<file path="src/rtl/mini_cpu_pkg.sv">
// mini_cpu_pkg: shared types for the multi-cycle mini CPU.
//   opcode_e : 4-bit instruction opcodes
//   instr_t  : decoded view of a 16-bit instruction word
//   state_e  : control FSM states (also exported on the dbg_state port)
package mini_cpu_pkg;

    typedef enum logic [3:0] {
        OP_ADD   = 4'h0,
        OP_SUB   = 4'h1,
        OP_SLL   = 4'h2,
        OP_SRL   = 4'h3,
        OP_MUL   = 4'h4,
        OP_DIV   = 4'h5,
        OP_ADDI  = 4'h6,
        OP_SUBI  = 4'h7,
        OP_LOAD  = 4'h8,
        OP_STORE = 4'h9,
        OP_MOV   = 4'hA,
        OP_BEQ   = 4'hB,
        OP_BNE   = 4'hC,
        OP_JMP   = 4'hD,
        OP_ILL   = 4'hE,
        OP_HALT  = 4'hF
    } opcode_e;

    typedef struct packed {
        opcode_e    opcode;
        logic [3:0] rd;
        logic [3:0] rs1;
        logic [3:0] imm;   // rs2 index for register-register ops
    } instr_t;

    typedef enum logic [2:0] {
        ST_IDLE  = 3'd0,
        ST_FETCH = 3'd1,
        ST_EXEC  = 3'd2,
        ST_MEM   = 3'd3,
        ST_HALT  = 3'd4
    } state_e;

endpackage

</file>
<file path="src/rtl/mini_cpu_alu.sv">
// mini_cpu_alu: combinational ALU for the mini CPU.
//   op  : instruction opcode
//   a   : R[rs1]
//   b   : R[rs2]
//   imm : 4-bit immediate, zero-extended for ADDI/SUBI
//   y   : result, modulo 2^XLEN (MOV passes a through)
module mini_cpu_alu
    import mini_cpu_pkg::*;
#(
    parameter int XLEN = 16
) (
    input  opcode_e          op,
    input  logic [XLEN-1:0]  a,
    input  logic [XLEN-1:0]  b,
    input  logic [3:0]       imm,
    output logic [XLEN-1:0]  y
);

    localparam int SHW = $clog2(XLEN);

    logic [XLEN-1:0] imm_z;
    logic [SHW-1:0]  shamt;

    assign imm_z = XLEN'(imm);
    assign shamt = b[SHW-1:0];

    always_comb begin
        y = '0;
        case (op)
            OP_ADD:  y = a + b;
            OP_SUB:  y = a - b;
            OP_SLL:  y = a << shamt;
            OP_SRL:  y = a >> shamt;
            OP_MUL:  y = a * b;
            // Divide by zero saturates to all-ones rather than trapping.
            OP_DIV:  y = (b == '0) ? '1 : a / b;
            OP_ADDI: y = a + imm_z;
            OP_SUBI: y = a - imm_z;
            OP_MOV:  y = a;
            default: y = '0;
        endcase
    end

endmodule

</file>
<file path="src/rtl/mini_cpu_mc.sv">
// mini_cpu_mc: multi-cycle mini CPU (FETCH -> EXEC [-> MEM]).
//   clk, reset          : clock, synchronous active-high reset
//   prog_we/addr/data   : instruction memory load port, honoured only when not busy
//   start               : run from PC=0 when idle or halted
//   dbg_addr, dbg_data  : registered register read-back (1-cycle latency)
//   busy, halted, err   : run status; err marks a halt on the illegal opcode
//   retire              : one pulse per completed instruction
//   pc                  : current program counter
//   dbg_state           : current FSM state
// Handshake: there is no valid/ready pair; start and prog_we are level
// strobes sampled on each rising edge and simply dropped while busy=1.
module mini_cpu_mc
    import mini_cpu_pkg::*;
#(
    parameter int XLEN       = 16,
    parameter int NREG       = 8,
    parameter int IMEM_DEPTH = 16,
    parameter int DMEM_DEPTH = 16
) (
    input  logic                          clk,
    input  logic                          reset,
    input  logic                          prog_we,
    input  logic [$clog2(IMEM_DEPTH)-1:0] prog_addr,
    input  logic [15:0]                   prog_data,
    input  logic                          start,
    input  logic [3:0]                    dbg_addr,
    output logic [XLEN-1:0]               dbg_data,
    output logic                          busy,
    output logic                          halted,
    output logic                          err,
    output logic                          retire,
    output logic [$clog2(IMEM_DEPTH)-1:0] pc,
    output state_e                        dbg_state
);

    localparam int PW = $clog2(IMEM_DEPTH);
    localparam int DW = $clog2(DMEM_DEPTH);
    localparam int RW = $clog2(NREG);

    state_e          state, state_n;
    instr_t          ir;
    logic [15:0]     imem [IMEM_DEPTH];
    logic [XLEN-1:0] dmem [DMEM_DEPTH];
    logic [XLEN-1:0] regs [NREG];

    logic [RW-1:0]   rd_i, rs1_i, rs2_i, dbg_i;
    logic [XLEN-1:0] rd_v, rs1_v, rs2_v, alu_y, wb_data;
    logic [DW-1:0]   dm_addr;
    logic [PW-1:0]   pc_n, pc_inc, pc_br, pc_jmp;
    logic            wb_en, dm_we, retire_c, err_n;

    // Register fields wrap modulo NREG so any 4-bit field is a legal index.
    function automatic logic [RW-1:0] ridx(input logic [3:0] f);
        return RW'(int'(f) % NREG);
    endfunction

    assign rd_i  = ridx(ir.rd);
    assign rs1_i = ridx(ir.rs1);
    assign rs2_i = ridx(ir.imm);
    assign dbg_i = ridx(dbg_addr);

    // R0 is hard-wired to zero on every read path.
    assign rd_v  = (rd_i  == '0) ? '0 : regs[rd_i];
    assign rs1_v = (rs1_i == '0) ? '0 : regs[rs1_i];
    assign rs2_v = (rs2_i == '0) ? '0 : regs[rs2_i];

    assign dm_addr = DW'(rs1_v + XLEN'(ir.imm));
    assign pc_inc  = pc + PW'(1);
    // Sign-extend to 32 bits then truncate: gives PC + sext(imm) mod IMEM_DEPTH.
    assign pc_br   = pc + PW'({{28{ir.imm[3]}}, ir.imm});
    assign pc_jmp  = PW'({ir.rs1, ir.imm});

    mini_cpu_alu #(.XLEN(XLEN)) u_alu (
        .op  (ir.opcode),
        .a   (rs1_v),
        .b   (rs2_v),
        .imm (ir.imm),
        .y   (alu_y)
    );

    always_ff @(posedge clk) begin
        if (reset) state <= ST_IDLE;
        else       state <= state_n;
    end

    always_comb begin
        state_n  = state;
        pc_n     = pc;
        err_n    = err;
        wb_en    = 1'b0;
        wb_data  = alu_y;
        dm_we    = 1'b0;
        retire_c = 1'b0;
        case (state)
            ST_IDLE, ST_HALT: begin
                if (start) begin
                    state_n = ST_FETCH;
                    pc_n    = '0;
                    err_n   = 1'b0;
                end
            end
            ST_FETCH: state_n = ST_EXEC;
            ST_EXEC: begin
                state_n = ST_FETCH;
                case (ir.opcode)
                    OP_ADD, OP_SUB, OP_SLL, OP_SRL, OP_MUL, OP_DIV,
                    OP_ADDI, OP_SUBI, OP_MOV: begin
                        wb_en    = 1'b1;
                        pc_n     = pc_inc;
                        retire_c = 1'b1;
                    end
                    OP_LOAD, OP_STORE: state_n = ST_MEM;
                    OP_BEQ: begin
                        pc_n     = (rd_v == rs1_v) ? pc_br : pc_inc;
                        retire_c = 1'b1;
                    end
                    OP_BNE: begin
                        pc_n     = (rd_v != rs1_v) ? pc_br : pc_inc;
                        retire_c = 1'b1;
                    end
                    OP_JMP: begin
                        pc_n     = pc_jmp;
                        retire_c = 1'b1;
                    end
                    OP_HALT: begin
                        state_n  = ST_HALT;
                        retire_c = 1'b1;
                    end
                    default: begin
                        // Illegal opcode: stop without retiring or writing anything.
                        state_n = ST_HALT;
                        err_n   = 1'b1;
                    end
                endcase
            end
            ST_MEM: begin
                state_n  = ST_FETCH;
                pc_n     = pc_inc;
                retire_c = 1'b1;
                if (ir.opcode == OP_LOAD) begin
                    wb_en   = 1'b1;
                    wb_data = dmem[dm_addr];
                end else begin
                    dm_we = 1'b1;
                end
            end
            default: state_n = ST_IDLE;
        endcase
    end

    assign busy      = (state == ST_FETCH) || (state == ST_EXEC) || (state == ST_MEM);
    assign halted    = (state == ST_HALT);
    // A reset cycle aborts whatever instruction is in flight, so it never retires.
    assign retire    = retire_c && !reset;
    assign dbg_state = state;

    always_ff @(posedge clk) begin
        if (reset) begin
            pc       <= '0;
            err      <= 1'b0;
            ir       <= '0;
            dbg_data <= '0;
            for (int i = 0; i < NREG; i++) regs[i] <= '0;
        end else begin
            pc       <= pc_n;
            err      <= err_n;
            dbg_data <= (dbg_i == '0) ? '0 : regs[dbg_i];
            if (state == ST_FETCH) ir <= instr_t'(imem[pc]);
            if (wb_en && rd_i != '0) regs[rd_i] <= wb_data;
        end
    end

    // Memories are not reset; reset only blocks a store that is in flight.
    always_ff @(posedge clk) begin
        if (prog_we && !busy) imem[prog_addr] <= prog_data;
    end

    always_ff @(posedge clk) begin
        if (dm_we && !reset) dmem[dm_addr] <= rd_v;
    end

endmodule

</file>
<file path="config.mk">
export PLATFORM = sky130hd
export DESIGN_NAME = mini_cpu_mc
export DESIGN_NICKNAME = d
export VERILOG_FILES = /design/src/rtl/mini_cpu_pkg.sv /design/src/rtl/mini_cpu_alu.sv /design/src/rtl/mini_cpu_mc.sv
export SDC_FILE = /design/constraint.sdc
export NUM_CORES = 2
export LEC_CHECK = 0
export BUFFER_PORTS_ARGS = -buffer_cell sky130_fd_sc_hd__clkbuf_2
export CAP_MARGIN = 10
export CORE_MARGIN = 2
export CORE_UTILIZATION = 30
export CTS_CLUSTER_DIAMETER = 120
export CTS_CLUSTER_SIZE = 10
export DETAILED_ROUTE_END_ITERATION = 8
export HOLD_SLACK_MARGIN = 0.1
export PLACE_DENSITY = 0.43
export REMOVE_ABC_BUFFERS = 1
export SETUP_SLACK_MARGIN = 0.4
export SLEW_MARGIN = 5
export SYNTH_ARGS = -nofsm -noshare
export SYNTH_HDL_FRONTEND = slang
export SYNTH_SLANG_ARGS = --single-unit
</file>
<file path="constraint.sdc">
create_clock -name clk -period 79.1 [get_ports clk]
set_input_delay 15.82 -clock clk [delete_from_list [all_inputs] [get_ports clk]]
set_output_delay 15.82 -clock clk [all_outputs]
set_load 0.1 [all_outputs]
</file>
* Word-level counts from Yosys, hierarchy flattened
Memory sizes are Yosys's and may differ from the RTL's. A register that Yosys moved wholly into a read port is not among the register bits.
Cells that the tools add are included.
** Cells by class
- Add/subtract/negate cells :: 6
- $mul :: 1
- Div/mod/pow operators :: 1
- $lt $le $gt $ge :: 0
- Eq/ne operators :: 23
- Shift-type cells :: 2
- Multiplexer cells :: 37
- Bitwise gates (word level) :: 0
- Reductions and logical operators :: 28
** Operators by type and width (number)
- $pmux W16 S9 :: 1
- $mux W16 :: 7
- $eq A4 B4 Y1 const B :: 7
- $mux W1 :: 17
- $add A16 B16 Y16 :: 1
- $add A16 B4 Y16 :: 1
- $div A16 B16 Y16 :: 1
- $eq A16 B16 Y1 :: 1
- $eq A4 B3 Y1 const B :: 4
- $logic_not A16 Y1 :: 1
- $mul A16 B16 Y16 :: 1
- $ne A16 B16 Y1 :: 1
- $pmux W4 S4 :: 1
- $reduce_or A16 Y1 :: 1
- $shl A16 B4 Y16 :: 1
- $shr A16 B4 Y16 :: 1
- $sub A16 B16 Y16 :: 1
- $sub A16 B4 Y16 :: 1
- $logic_not A3 Y1 :: 5
- $reduce_or A15 Y1 :: 1
- $reduce_or A13 Y1 :: 1
- $mux W4 :: 3
- $pmux W3 S4 :: 1
- $pmux W4 S3 :: 1
- other kinds (22) :: 37
** Storage, ports and cells
- Register bits :: 8
- Latch bits :: 0
- RAM bits :: 640
- Bits in read-only memories :: 0
- Logic and storage cells :: 104
- Memories :: 3
** Memories
- dmem :: depth 16, bits a word 16, read ports 1, clocked after memory_dff 0, write ports 1, line mini_cpu_mc.sv:43 : logic [XLEN-1:0] dmem [DMEM_DEPTH];
- imem :: depth 16, bits a word 16, read ports 1, clocked after memory_dff 1, write ports 1, line mini_cpu_mc.sv:42 : logic [15:0] imem [IMEM_DEPTH];
- regs :: depth 8, bits a word 16, read ports 4, clocked after memory_dff 1, write ports 8, line mini_cpu_mc.sv:44 : logic [XLEN-1:0] regs [NREG];

* Depth between registers and ports, before layout
- Depth in word-level cells :: 10
- Gate-level depth with buffers :: 147

* By module
Synthesis repeated with hierarchy kept, for this count alone.
** Second synthesis, totals
- Cells, all modules :: 3532
- Area, all modules :: 42156.7 µm²
** By module, submodules not included
- mini_cpu_mc :: times used 1, cells each 1633, area an instance 28529.9 µm²
- mini_cpu_alu :: times used 1, cells each 1899, area an instance 13626.8 µm²

* Worst setup path after synthesis
Ideal clock, no wire load.
- Kind :: input -> output
- Start point :: input port reset
- End point :: output port retire
- Arrival :: 18.419 ns
- Path slack :: 44.861 ns
- Stages on the path :: 3
- Path buffers :: 2
- Cell sequence :: clkbuf_1 -> clkbuf_1 -> a211oi_1
** On the way
- Longest elaborated chain between the ends :: 2
** RTL lines
- start, declared :: line mini_cpu_mc.sv:21 : input logic reset,
- $logic_not A1 Y1 :: line mini_cpu_mc.sv:154 : assign retire = retire_c && !reset;
- $logic_and A1 B1 Y1 :: line mini_cpu_mc.sv:154
- end, declared :: line mini_cpu_mc.sv:31 : output logic retire,
No other way between the ends.

==> impl_results.md <==
- DR vias: between 30000 and 40000
- Async S/R FF share, synth: 0
- DP HPWL: 103000 um
- Share of layout cells above drive strength 1: 0.178
- Crit Path Max Fanout: 31
- CP endpoint: regs[6][0]
- Max Freq: between 0.02 and 0.03 GHz
- CTS root buffer: clkbuf_16
- Global-route wire length before repair: roughly 220000 um
- Fin Setup TNS: 0 ns
- DRT antenna net count: 0
- CTS tree: yes
- Layout fillers: 14100
- Port buffer count: 51
- RSZ-0062 raised after global routing: false
- CP startpoint: pc_jmp[1]
- Die width: 382 um
- Max transition margin: 0.0960
- Final period util: 0.500
- R2r worst-path depth: around 130
- Reg2Reg Launch Point: pc_jmp[1]
- GP Congestion: around 0.92
- Synth warnings: 0
- Initial core utilization: 0.302
- Hold_buf cts: 0
- TritonCTS Buffers: 75
- Post_cts resized: 0
- Setup violations, final: 0
- RR Endpoint: regs[6][0]
- Clock Path Buffers: 3
- Die height: ~380 um
- Arrival time worst endpoint: 39.92 ns
- Mapped Cells: around 3600
- H-tree depth: 3
- Per-cell routed wire length: ~27 um
- Avg Inst Size Synth: approximately 12 um^2
- Area Growth Syn to Fin: 12.3%
- Minimum clock period: ~40 ns
- Vias in the first global route: 31300
- Drt drc: 0
- Fin. Hold Viols: 0
- Most used cell, CP: ha_1
- Most frequent cell after synthesis: edfxtp_1
- Biggest area consumer among synthesized cells: edfxtp_1
- # nets final: just over 4000
- I/O pin total: 55
- # Post-CTS Setup Buffers: 0
- Clock-pin slew on the worst setup and hold paths: about 0.060 ns
- Largest net degree at the start of global routing: 64
- DRT Pass-1 Iters: 8
- Sink Count: ~650
- Max_cap viols: 0
- Top cells by area, synth: edfxtp_1, mux4_2, ha_1
- Clk_lat worst skew: roughly 0.70 ns
- Final wirelength: around 150000 um
- Post-synth EDFFs: about 610
- R2R setup slack: roughly 40 ns
- Post-Syn Area: 42900 um^2
- Crit end category: flip-flop
- Actual slew at the worst max-slew pin: between 1 and 1.5 ns
- Crit-path slowest cell: o21ai_0
- GR Overflow Total: 0
- Die area: 146000 um^2
- Top cells by count, synth: edfxtp_1, nor2_1, nand2_1
- Antenna violations before repair: 2
- GRT Overall Usage: 0.205
- Yosys reg bits: around 650
- Data required, critical path: 79.46 ns
- Antenna diodes: 0
- Status: complete, no violations
- Synth cell types: 99
- Sequential-to-total area share from yosys stat: 0.444
- Rows: 138
- Worst Setup Start Kind: flip-flop
- Commonest register cell after synthesis: edfxtp_1
- DRT iter0 DRCs: about 3000
- Yosys top cell area share: 0.426
- Hold WC Path Type: flip-flop to flip-flop
- Slew Viols, Final: 0
- Crit-path max cell delay: between 0.9 and 1 ns
- Core Footprint: ~140000 um^2
- Worst-case clock skew: roughly 0.066 ns
- WS Path Type: flip-flop to flip-flop
- Vias per cell: around 5.5
cells in the final DEF (no fill, tap or decap), drive strengths merged, types with 21 or more instances in the layout:
cell type  instances
edfxtp           608
nor2             370
nand2            280
ha               215
mux4             211
inv              204
a21oi            172
clkbuf           165
buf              132
o21ai            126
xnor2            100
mux2i             99
fa                83
nor3              76
mux2              74
nand3             69
a21o              45
xor2              44
a31oi             43
o21a              38
dfxtp             38
nor2b             37
nand2b            33
o211ai            31
o22ai             31
a211oi            28
a221oi            25
o2bb2ai           24
nand4             21
or2               21
cells by family after synthesis:
logic type               synth area share
AO/OA/AOI/OAI                       0.123
XOR/XNOR                           0.0315
adder cells (fa/ha/maj)             0.102
buffers and inverters              0.0377
flip-flops                          0.444
multiplexers                        0.154
other                           0.0000875
AND/OR/NAND/NOR                     0.109
final cells by class:
class,count,area (um^2),area share
flip-flops and latches,646,19000,0.395
clock inverters,9,218,0.00452
well taps,1890,2360,0.0491
multi-input cells,2622,22500,0.467
clock buffers,114,2020,0.0420
repair buffers,183,1250,0.0259
inverters,206,773,0.0161
critical path, delay by kind of cell, from the launching register on:
family | cells | cell delay (ns)
buf+inv | 7 | 1.63
flops | 1 | 0.32
fa+ha+maj | 15 | 4.58
mux | 4 | 1.24
compound gates | 65 | 19.49
simple gates | 40 | 11.85
routing by layer:
layer | GRT usage | wire (um)
met1 | 0.273 | 65300
met2 | 0.353 | 74000
met3 | 0.0256 | 7880
met4 | 0.0526 | 3650
met5 | 0 | 8
state kept, by name, summed over array words and instances (netlist names):
signal	flops
ir	10
imem	224
dbg_data	16
dmem	256
dbg_state	3
pc_jmp	4
regs	128
pc	4
err	1
metrics by stage:
step	std cells	utilization	worst slack [ns]	hold WS, ns	area (um^2)
5_1_grt	5670	0.339	36.24	0.472	48100
2_1_floorplan	3474	-	45.21	0.483	42100
3_3_place_gp	5547	0.324	40.06	0.441	45900
3_5_place_dp	5547	0.324	40.10	0.447	45900
6_report	5670	0.339	39.54	0.453	48100
4_1_cts	5670	0.339	39.93	0.455	48100
worst min path at each step:
stage | startpoint | to | slack, ns | cells after the start
finish | pc_jmp[1] | pc_jmp[1] | 0.45 | 2
global route | pc_jmp[1] | pc_jmp[1] | 0.47 | 2
global placement | pc_jmp[1] | pc_jmp[1] | 0.44 | 2
CTS | pc_jmp[1] | pc_jmp[1] | 0.46 | 2
floorplan | pc_jmp[3] | pc_jmp[3] | 0.48 | 2
detailed placement | pc_jmp[1] | pc_jmp[1] | 0.45 | 2
Power is not shown: default switching activity piles up to over one toggle a cycle in this logic, so the estimate is an artifact.
